$ cat config.mk
export PLATFORM = sky130hd
export DESIGN_NAME = alu_arbiter
export DESIGN_NICKNAME = d
export VERILOG_FILES = /design/src/rtl/alu_pkg.sv /design/src/rtl/rr_pick.sv /design/src/rtl/alu_arbiter.sv
export SDC_FILE = /design/constraint.sdc
export NUM_CORES = 1
export LEC_CHECK = 0
export BUFFER_PORTS_ARGS = -buffer_cell sky130_fd_sc_hd__buf_2
export CAP_MARGIN = 5
export CORE_ASPECT_RATIO = 0.5
export CORE_UTILIZATION = 40
export CTS_CLUSTER_DIAMETER = 200
export DETAILED_ROUTE_END_ITERATION = 16
export PLACE_DENSITY = 0.75
export SLEW_MARGIN = 10
export SYNTH_ARGS = -nofsm -noshare
export SYNTH_HDL_FRONTEND = slang
export SYNTH_HIERARCHICAL = 1
export SYNTH_SLANG_ARGS = --single-unit
$ cat constraint.sdc
create_clock -name clk -period 4 [get_ports clk]
set_input_delay 0.8 -clock clk [delete_from_list [all_inputs] [get_ports clk]]
set_output_delay 0.8 -clock clk [all_outputs]
set_load 0.1 [all_outputs]
$ cat src/rtl/alu_pkg.sv
// Shared definitions for the ALU arbiter: opcode map, sequencer states and
// per-opcode helpers used when screening and timing an issued operation.
package alu_pkg;

  localparam logic [3:0] OP_ADD  = 4'b0000;
  localparam logic [3:0] OP_SUB  = 4'b0001;
  localparam logic [3:0] OP_MUL  = 4'b0010;
  localparam logic [3:0] OP_DIV  = 4'b0011;
  localparam logic [3:0] OP_AND  = 4'b0100;
  localparam logic [3:0] OP_OR   = 4'b0101;
  localparam logic [3:0] OP_XOR  = 4'b0110;
  localparam logic [3:0] OP_NOR  = 4'b0111;
  localparam logic [3:0] OP_SLT  = 4'b1000;
  localparam logic [3:0] OP_SLTU = 4'b1001;
  localparam logic [3:0] OP_SLL  = 4'b1010;
  localparam logic [3:0] OP_SRL  = 4'b1011;
  localparam logic [3:0] OP_SRA  = 4'b1100;

  localparam logic [31:0] DIV0_RESULT = 32'hFFFF_FFFF;

  typedef enum logic [1:0] {
    ST_IDLE = 2'd0,
    ST_EXEC = 2'd1,
    ST_ERR  = 2'd2
  } state_e;

  function automatic int op_latency(input logic [3:0] op, input int muldiv_lat);
    return (op == OP_MUL || op == OP_DIV) ? muldiv_lat : 1;
  endfunction

  // Opcodes above SRA (1101..1111) have no ALU meaning.
  function automatic logic op_legal(input logic [3:0] op);
    return (op <= OP_SRA);
  endfunction

endpackage

$ cat src/rtl/rr_pick.sv
// Combinational round-robin picker: first asserted request at or after the
// search pointer, wrapping modulo NREQ.
module rr_pick #(
  parameter int NREQ = 2,
  parameter int IW   = $clog2(NREQ)
) (
  input  logic [NREQ-1:0] req_i,
  input  logic [IW-1:0]   ptr_i,
  output logic [NREQ-1:0] onehot_o,
  output logic [IW-1:0]   idx_o,
  output logic            any_o
);

  logic          found;
  logic [IW-1:0] cand;

  always_comb begin
    onehot_o = '0;
    idx_o    = '0;
    found    = 1'b0;
    cand     = '0;
    for (int k = 0; k < NREQ; k++) begin
      cand = IW'((int'(ptr_i) + k) % NREQ);
      if (!found && req_i[cand]) begin
        found          = 1'b1;
        idx_o          = cand;
        onehot_o[cand] = 1'b1;
      end
    end
    any_o = found;
  end

endmodule

$ cat src/rtl/alu_arbiter.sv
// Round-robin arbiter and sequencer for the shared multi-cycle CPU ALU:
// grants one requester, holds its operands for the op latency, returns result.
module alu_arbiter
  import alu_pkg::*;
#(
  parameter int NREQ       = 2,
  parameter int MULDIV_LAT = 4
) (
  input  logic                 clk,
  input  logic                 reset,
  input  logic [NREQ-1:0]      req,
  input  logic [4*NREQ-1:0]    req_op,
  input  logic [32*NREQ-1:0]   req_a,
  input  logic [32*NREQ-1:0]   req_b,
  output logic [NREQ-1:0]      gnt,
  output logic [NREQ-1:0]      rsp_valid,
  output logic [31:0]          rsp_data,
  output logic                 rsp_zero,
  output logic                 rsp_err,
  output logic                 busy,
  output logic [3:0]           alu_ctrl,
  output logic [31:0]          alu_srca,
  output logic [31:0]          alu_srcb,
  input  logic [31:0]          alu_out,
  input  logic                 alu_zero
);

  localparam int IW = (NREQ > 1) ? $clog2(NREQ) : 1;
  localparam int CW = $clog2(MULDIV_LAT + 1);

  state_e            state_q, state_d;
  logic [IW-1:0]     ptr_q, ptr_d;
  logic [IW-1:0]     win_q, win_d;
  logic [CW-1:0]     cnt_q, cnt_d;
  logic              div0_q, div0_d;
  logic [NREQ-1:0]   gnt_q, gnt_d;
  logic [NREQ-1:0]   rsp_valid_q, rsp_valid_d;
  logic [31:0]       rsp_data_q, rsp_data_d;
  logic              rsp_zero_q, rsp_zero_d;
  logic              rsp_err_q, rsp_err_d;
  logic [3:0]        alu_ctrl_q, alu_ctrl_d;
  logic [31:0]       alu_srca_q, alu_srca_d;
  logic [31:0]       alu_srcb_q, alu_srcb_d;

  logic [NREQ-1:0]   pick_oh;
  logic [IW-1:0]     pick_idx;
  logic              pick_any;
  logic [3:0]        op_arr [NREQ];
  logic [31:0]       a_arr  [NREQ];
  logic [31:0]       b_arr  [NREQ];
  logic [3:0]        pick_op;
  logic [31:0]       pick_a;
  logic [31:0]       pick_b;
  logic              pick_div0;
  logic [NREQ-1:0]   win_oh;
  logic [IW-1:0]     ptr_next;

  for (genvar i = 0; i < NREQ; i++) begin : g_unpack
    assign op_arr[i] = req_op[4*i +: 4];
    assign a_arr[i]  = req_a[32*i +: 32];
    assign b_arr[i]  = req_b[32*i +: 32];
  end

  rr_pick #(
    .NREQ (NREQ),
    .IW   (IW)
  ) u_pick (
    .req_i    (req),
    .ptr_i    (ptr_q),
    .onehot_o (pick_oh),
    .idx_o    (pick_idx),
    .any_o    (pick_any)
  );

  assign pick_op   = op_arr[pick_idx];
  assign pick_a    = a_arr[pick_idx];
  assign pick_b    = b_arr[pick_idx];
  assign pick_div0 = (pick_op == OP_DIV) && (pick_b == '0);
  assign win_oh    = {{(NREQ-1){1'b0}}, 1'b1} << win_q;
  // Next search begins just past the requester being answered now.
  assign ptr_next  = (win_q == IW'(NREQ - 1)) ? '0 : win_q + 1'b1;

  always_comb begin
    state_d     = state_q;
    ptr_d       = ptr_q;
    win_d       = win_q;
    cnt_d       = cnt_q;
    div0_d      = div0_q;
    gnt_d       = '0;
    rsp_valid_d = '0;
    rsp_err_d   = 1'b0;
    rsp_data_d  = rsp_data_q;
    rsp_zero_d  = rsp_zero_q;
    alu_ctrl_d  = alu_ctrl_q;
    alu_srca_d  = alu_srca_q;
    alu_srcb_d  = alu_srcb_q;
    unique case (state_q)
      ST_IDLE: begin
        if (pick_any) begin
          gnt_d  = pick_oh;
          win_d  = pick_idx;
          div0_d = pick_div0;
          if (op_legal(pick_op) && !pick_div0) begin
            alu_ctrl_d = pick_op;
            alu_srca_d = pick_a;
            alu_srcb_d = pick_b;
            cnt_d      = CW'(op_latency(pick_op, MULDIV_LAT) - 1);
            state_d    = ST_EXEC;
          end else begin
            state_d = ST_ERR;
          end
        end
      end
      ST_EXEC: begin
        if (cnt_q != '0) begin
          cnt_d = cnt_q - 1'b1;
        end else begin
          rsp_data_d  = alu_out;
          rsp_zero_d  = alu_zero;
          rsp_valid_d = win_oh;
          ptr_d       = ptr_next;
          state_d     = ST_IDLE;
        end
      end
      ST_ERR: begin
        rsp_data_d  = div0_q ? DIV0_RESULT : '0;
        rsp_zero_d  = 1'b0;
        rsp_err_d   = 1'b1;
        rsp_valid_d = win_oh;
        ptr_d       = ptr_next;
        state_d     = ST_IDLE;
      end
      default: state_d = ST_IDLE;
    endcase
  end

  always_ff @(posedge clk or posedge reset) begin
    if (reset) begin
      state_q     <= ST_IDLE;
      ptr_q       <= '0;
      win_q       <= '0;
      cnt_q       <= '0;
      div0_q      <= 1'b0;
      gnt_q       <= '0;
      rsp_valid_q <= '0;
      rsp_data_q  <= '0;
      rsp_zero_q  <= 1'b0;
      rsp_err_q   <= 1'b0;
      alu_ctrl_q  <= '0;
      alu_srca_q  <= '0;
      alu_srcb_q  <= '0;
    end else begin
      state_q     <= state_d;
      ptr_q       <= ptr_d;
      win_q       <= win_d;
      cnt_q       <= cnt_d;
      div0_q      <= div0_d;
      gnt_q       <= gnt_d;
      rsp_valid_q <= rsp_valid_d;
      rsp_data_q  <= rsp_data_d;
      rsp_zero_q  <= rsp_zero_d;
      rsp_err_q   <= rsp_err_d;
      alu_ctrl_q  <= alu_ctrl_d;
      alu_srca_q  <= alu_srca_d;
      alu_srcb_q  <= alu_srcb_d;
    end
  end

  assign gnt       = gnt_q;
  assign rsp_valid = rsp_valid_q;
  assign rsp_data  = rsp_data_q;
  assign rsp_zero  = rsp_zero_q;
  assign rsp_err   = rsp_err_q;
  assign busy      = (state_q != ST_IDLE);
  assign alu_ctrl  = alu_ctrl_q;
  assign alu_srca  = alu_srca_q;
  assign alu_srcb  = alu_srcb_q;

endmodule

==> flow_summary.json <==
{
  "grtUsageTotal_pct": 22.53,
  "drive_above_1_share_pct": 38.60,
  "drt_wl_total_um": 15230,
  "rsz0062_at_grt": "false",
  "hold_class": "flop to flop",
  "syn_area_um2": 5388,
  "netlist_instances": 551,
  "cp_data_arrival_time_ns": 3.19,
  "setup_tns_ns": 0,
  "synth.distinct_cells": 39,
  "die_y_um": 84.07,
  "grt_max_degree": 136,
  "crit_family": "compound AO/OA/AOI/OAI gates",
  "fin_crit_ns": 2.886,
  "path_cells": "buf_2, a21boi_4, buf_12, nor2_1, nand2_1, o21ai_1, a311oi_4, buf_12, nor2_1, a21oi_1",
  "crit_path_top_delay_cell": "buf_12",
  "std_cell_rows": 29,
  "areaGrowthSynthToFinish_pct": 38.88,
  "numCtsBuffers": 17,
  "final_antenna_net_count": 0,
  "final_hold_viol_count": 0,
  "grt_pass1_wl_um": 24930,
  "first_pass_iters": 11,
  "avgViaCountPerCell": 5.108,
  "htreeDepth": 4,
  "cts_tree": "yes",
  "numPortBuffers": 279,
  "failed_checks": "design-rule violations",
  "outcome": "complete, but fails checks",
  "dieArea_um2": 13970,
  "ys_seq_area_share_pct": 52.95,
  "startpoint_type": "input port",
  "fin_skew_ns": 0.01237,
  "max_freq_mhz": 346.5,
  "mostFrequentLayoutCell": "buf_2",
  "vias": 5103,
  "relSlewSlack_pct": 24.49,
  "clk_pin_slew_ns": 0.05,
  "drt_iter0_markers": 323,
  "tightestPinTransition_ns": 1.130,
  "whs_ns": 0.4536,
  "coreArea_um2": 12880,
  "globalplace.congestion": 0.9091,
  "fillCellCount": 1193,
  "yosysWarnings": 6,
  "synth_nets": 728,
  "clock-root-buffer": "clkbuf_16",
  "synth_seq_cells": 114,
  "ios": 280,
  "antennaDiodeCount": 0,
  "cts.sinks": 114,
  "clock_path_buffers": 2,
  "criticalPathCategory": "input port to flop",
  "grt_pass1_vias": 4977,
  "critPathRequiredTime_ns": 4.30,
  "synthesis.area_per_instance_um2": 9.778,
  "setup_viol": 0,
  "nNetsFinal": 993,
  "critPathBufInv": 3,
  "cts_setup_buffers": 0,
  "final_cell_mix": "buf_2 (279), dfrtp_1 (114), nor2_1 (108)",
  "die_w_um": 166.1,
  "wl_per_cell_um": 15.24,
  "post_cts_resize_count": 0,
  "start_util_pct": 41.83,
  "fin_crit_sh_pct": 72.16,
  "cts_hold_buf": 0,
  "drv_slew": 0,
  "end_kind": "flop",
  "drv_cap": 0,
  "grt_antenna_before_repair": 0,
  "hpwlAfterDp_um": 11320,
  "overflow": 0,
  "worst_skew_pair.late_latency_ns": 0.40,
  "crit_fanout": 135,
  "max_stage_delay_ns": 0.44,
  "drc": 10
}
## routing by layer
metal,wire [µm],part of all wire (%),vias to the layer above,track usage [%]
met5,0,0,-,0
met4,265,1.7,0,7.647
met3,708,4.7,24,4.552
met2,7755,51,175,39.74
met1,6496,43,2419,27.66
li1,-,-,2485,-
## metrics by stage
stage	utilization (%)	setup WS, ns	std cells	instance area [µm²]
finish	58.09	1.114	999	7482
global placement	53.58	0.7945	967	6902
global route	58.09	0.8488	999	7482
detailed placement	53.58	0.7077	967	6902
CTS	58.09	1.105	999	7482
floorplan	-	0.1843	551	5388
## cell usage after synthesis
master / instances / area [µm²]
xnor2_1: 1 / 8.760
nand3b_1: 1 / 7.510
o21ai_1: 3 / 15.01
o21ai_0: 6 / 30.03
nor3_1: 5 / 25.02
a31oi_1: 35 / 219.0
dfrtp_1: 114 / 2853
nor3b_1: 3 / 22.52
buf_1: 1 / 3.750
inv_1: 8 / 30.03
and2_1: 1 / 6.260
buf_6: 6 / 67.56
and3_1: 2 / 12.51
nor2_1: 108 / 405.4
and3b_1: 1 / 8.760
nand3_1: 2 / 10.01
a311oi_2: 1 / 15.01
a22o_1: 1 / 8.760
a21boi_0: 3 / 22.52
mux2_1: 1 / 11.26
a21oi_1: 70 / 350.3
o2bb2ai_1: 1 / 8.760
o22ai_1: 3 / 18.77
nand4_1: 4 / 25.02
buf_2: 4 / 20.02
o31ai_1: 1 / 7.510
nand2b_1: 1 / 6.260
clkbuf_1: 26 / 97.59
ha_1: 4 / 50.05
mux2i_1: 70 / 700.7
nand2_1: 44 / 165.2
o2111ai_1: 1 / 8.760
or2_1: 1 / 6.260
mux2_2: 1 / 11.26
a221oi_2: 1 / 15.01
a32o_1: 1 / 10.01
nor4b_1: 3 / 26.28
o21a_1: 2 / 15.01
nor4_1: 10 / 62.56
## path summary, 6_finish.rpt
check | start | end | slack, ns | cells after the start
worst max-delay path | req[0] | alu_srca[30] | 1.11 | 10
worst min-delay path | win_q | rsp_valid[0] | 0.45 | 1
worst max register to register | ptr_q | alu_srca[30] | 1.18 | 10
worst min register to register | win_q | rsp_valid[0] | 0.45 | 1
max in group asynchronous | reset | rsp_data[21] | 2.71 | 3
min in group asynchronous | reset | alu_srca[19] | 0.51 | 2
## cell families (layout without fill, tap and decap cells)
kind of cell / count (synthesis) / count (layout) / synth area share (%)
compound gates: 129 / 129 / 13.82
xor+xnor: 1 / 1 / 0.1626
fa+ha+maj: 4 / 4 / 0.9290
buf+inv: 45 / 323 / 4.064
flops: 114 / 114 / 52.95
mux: 72 / 72 / 13.42
simple gates: 186 / 186 / 14.65
## sequential cells by signal, summed over array words and instances, names as in the netlist
| signal | flops |
|---|---|
| alu_ctrl | 4 |
| ptr_q | 1 |
| rsp_valid | 2 |
| rsp_err | 1 |
| rsp_zero | 1 |
| gnt | 2 |
| rsp_data | 32 |
| win_q | 1 |
| state_q | 2 |
| alu_srca | 32 |
| cnt_q | 3 |
| alu_srcb | 32 |
| div0_q | 1 |
## area by class of cell
| cell class | count | area (µm²) | share of cell area [%] |
|---|---|---|---|
| well taps | 170 | 212.7 | 2.843 |
| clock inverters | 13 | 137.6 | 1.839 |
| multi-input cells | 392 | 2340 | 31.27 |
| inverters | 8 | 32.53 | 0.4348 |
| clock buffers | 19 | 442.9 | 5.920 |
| flip-flops and latches | 114 | 2853 | 38.13 |
| repair buffers | 283 | 1464 | 19.57 |
Power is not shown: default switching activity piles up to over one toggle a cycle in this logic, so the estimate is an artifact.
